<file path="config.mk">
export PLATFORM = sky130hd
export DESIGN_NAME = dual_port_lutram_sweep
export DESIGN_NICKNAME = d
export VERILOG_FILES = /design/src/rtl/dual_port_lutram_sweep.sv
export SDC_FILE = /design/constraint.sdc
export NUM_CORES = 2
export LEC_CHECK = 0
export ABC_AREA = 1
export BUFFER_PORTS_ARGS = -buffer_cell sky130_fd_sc_hd__buf_2
export CAP_MARGIN = 20
export CORE_MARGIN = 10
export CORE_UTILIZATION = 26
export CTS_CLUSTER_DIAMETER = 50
export CTS_CLUSTER_SIZE = 25
export DETAILED_ROUTE_END_ITERATION = 12
export SYNTH_ARGS = -nofsm -noshare
export SYNTH_HDL_FRONTEND = slang
export SYNTH_SLANG_ARGS = --single-unit
</file>
<file path="constraint.sdc">
create_clock -name clk_in -period 4 [get_ports clk_in]
set_input_delay 0.4 -clock clk_in [delete_from_list [all_inputs] [get_ports clk_in]]
set_output_delay 0.4 -clock clk_in [all_outputs]
set_load 0.05 [all_outputs]
</file>
<file path="src/rtl/dual_port_lutram_sweep.sv">
// Simple dual-port LUTRAM with byte-enable write port, registered read port
// (1 or 2 cycles), optional write-first bypass and a zeroing sweep engine that
// runs after reset and on flush. The storage array itself is never reset.
module dual_port_lutram_sweep #(
  parameter int unsigned SINGLE_ELEMENT_SIZE_IN_BITS = 64,
  parameter int unsigned NUMBER_SETS                 = 64,
  parameter int unsigned SET_PTR_WIDTH_IN_BITS       = $clog2(NUMBER_SETS),
  parameter int unsigned BYTE_EN_WIDTH               = SINGLE_ELEMENT_SIZE_IN_BITS / 8,
  parameter int unsigned READ_LATENCY                = 1,
  parameter bit          WRITE_FIRST_BYPASS          = 1'b1
) (
  input  logic                                   clk_in,
  input  logic                                   reset_n_in,
  input  logic                                   flush_in,
  output logic                                   busy_out,
  input  logic                                   write_en_in,
  input  logic [SET_PTR_WIDTH_IN_BITS-1:0]       write_set_addr_in,
  input  logic [BYTE_EN_WIDTH-1:0]               write_byte_en_in,
  input  logic [SINGLE_ELEMENT_SIZE_IN_BITS-1:0] write_element_in,
  input  logic                                   read_en_in,
  input  logic [SET_PTR_WIDTH_IN_BITS-1:0]       read_set_addr_in,
  output logic [SINGLE_ELEMENT_SIZE_IN_BITS-1:0] read_element_out,
  output logic                                   read_valid_out
);

  localparam int unsigned W  = SINGLE_ELEMENT_SIZE_IN_BITS;
  localparam int unsigned AW = SET_PTR_WIDTH_IN_BITS;
  localparam int unsigned NumSetsInt = NUMBER_SETS;
  localparam logic [AW:0]   NumSetsExt = NumSetsInt[AW:0];
  localparam logic [AW-1:0] LastSet    = AW'(NUMBER_SETS - 1);

  typedef enum logic [0:0] {StIdle, StSweep} state_e;

  state_e              state_q, state_d;
  logic [AW-1:0]       ptr_q, ptr_d;
  logic [W-1:0]        mem [NUMBER_SETS];

  logic                wr_en_c;
  logic [AW-1:0]       wr_addr_c;
  logic [BYTE_EN_WIDTH-1:0] wr_mask_c;
  logic [W-1:0]        wr_data_c;
  logic                wr_in_range, rd_in_range;
  logic [W-1:0]        rd_old_c, rd_data_c;
  logic                out_valid_c;
  logic [W-1:0]        out_data_c;
  logic                valid_q;
  logic [W-1:0]        elem_q;

  assign busy_out         = (state_q == StSweep);
  assign read_valid_out   = valid_q;
  assign read_element_out = elem_q;

  // Out-of-range addresses only exist for non-power-of-2 depths.
  assign wr_in_range = ({1'b0, write_set_addr_in} < NumSetsExt);
  assign rd_in_range = ({1'b0, read_set_addr_in} < NumSetsExt);

  // Sweep FSM next-state: walk every set once, then return to idle.
  always_comb begin
    state_d = state_q;
    ptr_d   = ptr_q;
    case (state_q)
      StIdle: begin
        if (flush_in) state_d = StSweep;
      end
      StSweep: begin
        if (ptr_q == LastSet) begin
          state_d = StIdle;
          ptr_d   = '0;
        end else begin
          ptr_d = ptr_q + 1'b1;
        end
      end
      default: state_d = StIdle;
    endcase
  end

  // FSM state register; reset restarts the sweep from set 0.
  always_ff @(posedge clk_in or negedge reset_n_in) begin
    if (!reset_n_in) begin
      state_q <= StSweep;
      ptr_q   <= '0;
    end else begin
      state_q <= state_d;
      ptr_q   <= ptr_d;
    end
  end

  // Effective writer: the sweep owns the port while busy, user writes are dropped.
  always_comb begin
    wr_en_c   = 1'b0;
    wr_addr_c = '0;
    wr_mask_c = '0;
    wr_data_c = '0;
    if (state_q == StSweep) begin
      wr_en_c   = 1'b1;
      wr_addr_c = ptr_q;
      wr_mask_c = '1;
    end else if (write_en_in && wr_in_range) begin
      wr_en_c   = 1'b1;
      wr_addr_c = write_set_addr_in;
      wr_mask_c = write_byte_en_in;
      wr_data_c = write_element_in;
    end
  end

  // Storage write, byte-lane masked; no reset so it maps onto LUTRAM.
  always_ff @(posedge clk_in) begin
    if (wr_en_c) begin
      for (int b = 0; b < int'(BYTE_EN_WIDTH); b++) begin
        if (wr_mask_c[b]) mem[wr_addr_c][8*b +: 8] <= wr_data_c[8*b +: 8];
      end
    end
  end

  // Read data at issue, with same-cycle collision merge when write-first.
  always_comb begin
    rd_old_c  = rd_in_range ? mem[read_set_addr_in] : '0;
    rd_data_c = rd_old_c;
    if (WRITE_FIRST_BYPASS && wr_en_c && rd_in_range && (wr_addr_c == read_set_addr_in)) begin
      for (int b = 0; b < int'(BYTE_EN_WIDTH); b++) begin
        if (wr_mask_c[b]) rd_data_c[8*b +: 8] = wr_data_c[8*b +: 8];
      end
    end
  end

  if (READ_LATENCY == 2) begin : g_lat2
    logic         s1_valid_q;
    logic [W-1:0] s1_data_q;

    // Extra read stage; data captured at issue so later writes cannot disturb it.
    always_ff @(posedge clk_in or negedge reset_n_in) begin
      if (!reset_n_in) begin
        s1_valid_q <= 1'b0;
        s1_data_q  <= '0;
      end else begin
        s1_valid_q <= read_en_in;
        if (read_en_in) s1_data_q <= rd_data_c;
      end
    end

    assign out_valid_c = s1_valid_q;
    assign out_data_c  = s1_data_q;
  end else begin : g_lat1
    assign out_valid_c = read_en_in;
    assign out_data_c  = rd_data_c;
  end

  // Output stage: valid pulses per read, data holds between reads.
  always_ff @(posedge clk_in or negedge reset_n_in) begin
    if (!reset_n_in) begin
      valid_q <= 1'b0;
      elem_q  <= '0;
    end else begin
      valid_q <= out_valid_c;
      if (out_valid_c) elem_q <= out_data_c;
    end
  end

endmodule

</file>
==> results.py <==
metrics = {
    "status": {
        "status": "completed",
    },
    "synthesis": {
        "synth-main-ff-cell": "edfxtp_1",
        "synth_most_common_cell": "nand2_1",
        "syn_nets": 14700,
        "yosysSeqAreaShare": 0.736,
        "synth_top_family_by_area": "simple AND/OR/NAND/NOR gates",
        "synth-seq-cells": 4168,
        "synth_adder_area_share": 0.0000738,
        "synth.area.top_cells": "edfxtp_1, nand3_1, nand2_1, nor2_1, clkbuf_1",
        "synth.distinct_cells": 24,
        "synthTopCellsByCount": "nand2_1, edfxtp_1, nand3_1",
        "synth_compound_area_frac": 0.000406,
        "syn-cell-area_um2": 170000,
        "synth_top_area_share": 0.725,
        "synth-edff-count": 4096,
        "async_flop_share": 0.0173,
        "synthSimpleGateAreaFrac": 0.236,
        "syn_avg_cell_area_um2": 11.6,
        "synthMuxAreaShare": 0,
        "ys_warn_count": 0,
        "synth_cells": 14600,
        "yosysTopAreaCell": "edfxtp_1",
        "synthXorXnorAreaFrac": 0.000155,
    },
    "power_and_ir_drop": {
        "ir_worst_vdd_mv": 0.367,
        "power_density_nw_per_um2": 423,
        "p_leak_uw": 0.0670,
    },
    "timing": {
        "slew_viol_final": 0,
        "finalHoldViolations": 0,
        "setup_viol": 0,
        "max_freq_ghz": 0.259,
        "finalWorstSetupSlack_ns": 0.146,
        "skew_ns": 0.0620,
        "fin_crit_sh": 0.963,
        "maxSlewHeadroom": 0.201,
        "period_minus_slack_ns": 3.85,
        "rsz0062_at_grt": "no",
        "tightest_slew_ns": 1.20,
    },
    "die": {
        "die_area_um2": 685000,
        "io_pins": 155,
        "die_w_um": 828,
        "die_h_um": 828,
        "rows": 296,
        "fp.coreArea_um2": 650000,
        "start_util": 0.261,
    },
    "route": {
        "vias_per_cell": 4.83,
        "num_vias": 113000,
        "drc_errors": 0,
        "wl_mm": 527,
        "drt_iter0_drc": 13500,
        "wl_per_cell_um": 22.5,
        "ant_nets": 0,
        "first_pass_iters": 6,
    },
    "setup_path": {
        "r2r-end": "mem[57][12]",
        "critPathRequiredTime_ns": 4.60,
        "worstSetupPathType": "reg2reg",
        "worstPathMaxFanout": 14,
        "r2r_slack_ns": 0.15,
        "r2r_start": "busy_out",
        "cp.arrival_ns": 4.46,
        "rr_worst_depth": 9,
        "startpoint_type": "flip-flop",
        "crit_path_end_kind": "flip-flop",
    },
    "clock_network": {
        "cts-root-buf": "clkbuf_16",
        "clk_pin_slew_worst_paths_ns": 0.09,
        "clock-sinks": 4168,
        "post_cts_buffers": 0,
        "post_cts_resized": 0,
        "hold_buffers": 48,
        "clkLatencyLatePin_ns": 0.99,
        "cts_tree": "yes",
        "clockBufferDepth": 4,
        "cts_max_level": 4,
        "numCtsBuffers": 246,
    },
    "grt": {
        "grt_pass1_wl_mm": 754,
        "grt_max_degree": 185,
        "grt_pass1_vias": 106000,
        "grt_usage": 0.147,
        "antenna_found_initial": 34,
        "overflow": 0,
    },
    "layout": {
        "fillerInstances": 65600,
        "postLayoutCellArea_um2": 192000,
        "final_nets": 14700,
        "layout-drive-gt1-share": 0.0795,
        "area_delta_synth_final_pct": 13.1,
    },
    "worst_hold_path": {
        "hold_class": "in2reg",
        "min_to": "read_element_out[55]",
        "hp-start": "write_element_in[55]",
        "min_delay_path_depth": 7,
    },
    "placed_design": {
        "dpl_cell_area_um2": 183000,
        "hpwl_mm": 333,
        "gp_congestion": 0.890,
        "pre_cts_ws_ns": 0.0652,
        "port_buffers": 154,
    },
    "run": {
        "maxCapViolCount": 0,
    },
}
-- state kept, by name (all words and copies together), names as in the netlist --
signal and flops:
mem 4096, ptr_q 6, read_element_out 64, read_valid_out 1
busy_out 1
-- how the worst max path moves through the flow --
stage / end / startpoint / depth (start not counted) / slack (ns)
6_report: mem[57][12] / busy_out / 9 / 0.15
5_1_grt: mem[57][9] / busy_out / 9 / 0.08
4_1_cts: mem[57][60] / busy_out / 8 / 0.26
3_5_place_dp: mem[57][11] / write_en_in / 10 / 0.07
3_3_place_gp: mem[57][2] / write_en_in / 10 / -0.06
2_1_floorplan: mem[25][0] / busy_out / 7 / 1.43
-- final cells by class --
cell class / count / area (um2) / share of cell area
Sequential cell: 4168 / 125000 / 0.651
Multi-Input combinational cell: 9324 / 40300 / 0.210
Tap cell: 8642 / 10800 / 0.0564
Timing Repair Buffer: 682 / 6790 / 0.0354
Clock buffer: 270 / 6360 / 0.0332
Clock inverter: 166 / 1940 / 0.0101
Inverter: 160 / 639 / 0.00333
Antenna cell: 39 / 97.6 / 0.000509
-- through the flow --
step                 util  cells  power (uW)  hold slack, ns  setup TNS [ns]
floorplan               -  14600       51600           0.104               0
global placement    0.281  22900       53600           0.408          -0.843
detailed placement  0.281  22900       53600           0.405               0
CTS                 0.295  23400       81400          0.0216               0
global route        0.295  23400       83400          0.0756               0
finish              0.295  23500       81100          0.0630               0
-- worst max-delay path: stages, from the launching register on --
cell	delay [ns]
dfstp_2	0.72
buf_4	0.26
nand2_1	0.11
nand2_1	0.21
inv_1	0.13
nor2_1	0.21
buf_4	0.17
nand2_2	0.66
buf_4	0.44
nor2_1	0.54
-- routing by layer --
metal / routed length [um] / vias up / global-route usage
met5: 93 / - / 0
met4: 30600 / 12 / 0.0769
met3: 46300 / 952 / 0.0279
met2: 243000 / 4979 / 0.234
met1: 207000 / 56000 / 0.190
li1: - / 51200 / -
-- report_power, final --
| group | total (uW) | switching, uW | internal, uW |
|---|---|---|---|
| clock network | 28400 | 15700 | 12700 |
| logic | 5330 | 3880 | 1450 |
| registers | 47400 | 158 | 47200 |
| total | 81100 | 19700 | 61400 |
-- kinds of logic (layout without fill, tap and decap cells) --
group / after synthesis / in the layout
simple gates: 9307 / 9307
flops: 4168 / 4168
buf+inv: 1140 / 1278
compound gates: 13 / 13
xor+xnor: 3 / 3
fa+ha+maj: 1 / 1
other cells: 0 / 39
-- cells in the final DEF, fill, tap and decap left out, types with 35 or more instances in the layout --
master	synthesis	final
dfrtp_1	71	71
nand2_1	4786	4739
diode_2	0	39
nand2_2	0	47
nand3_1	3972	3972
inv_2	5	65
buf_12	0	149
edfxtp_1	4096	4096
inv_6	0	35
clkbuf_16	0	250
inv_1	146	80
buf_4	9	330
dlygate4sd3_1	0	48
nor2_1	537	536
buf_2	308	146
Note: power is estimated with default switching activity, not from simulation.
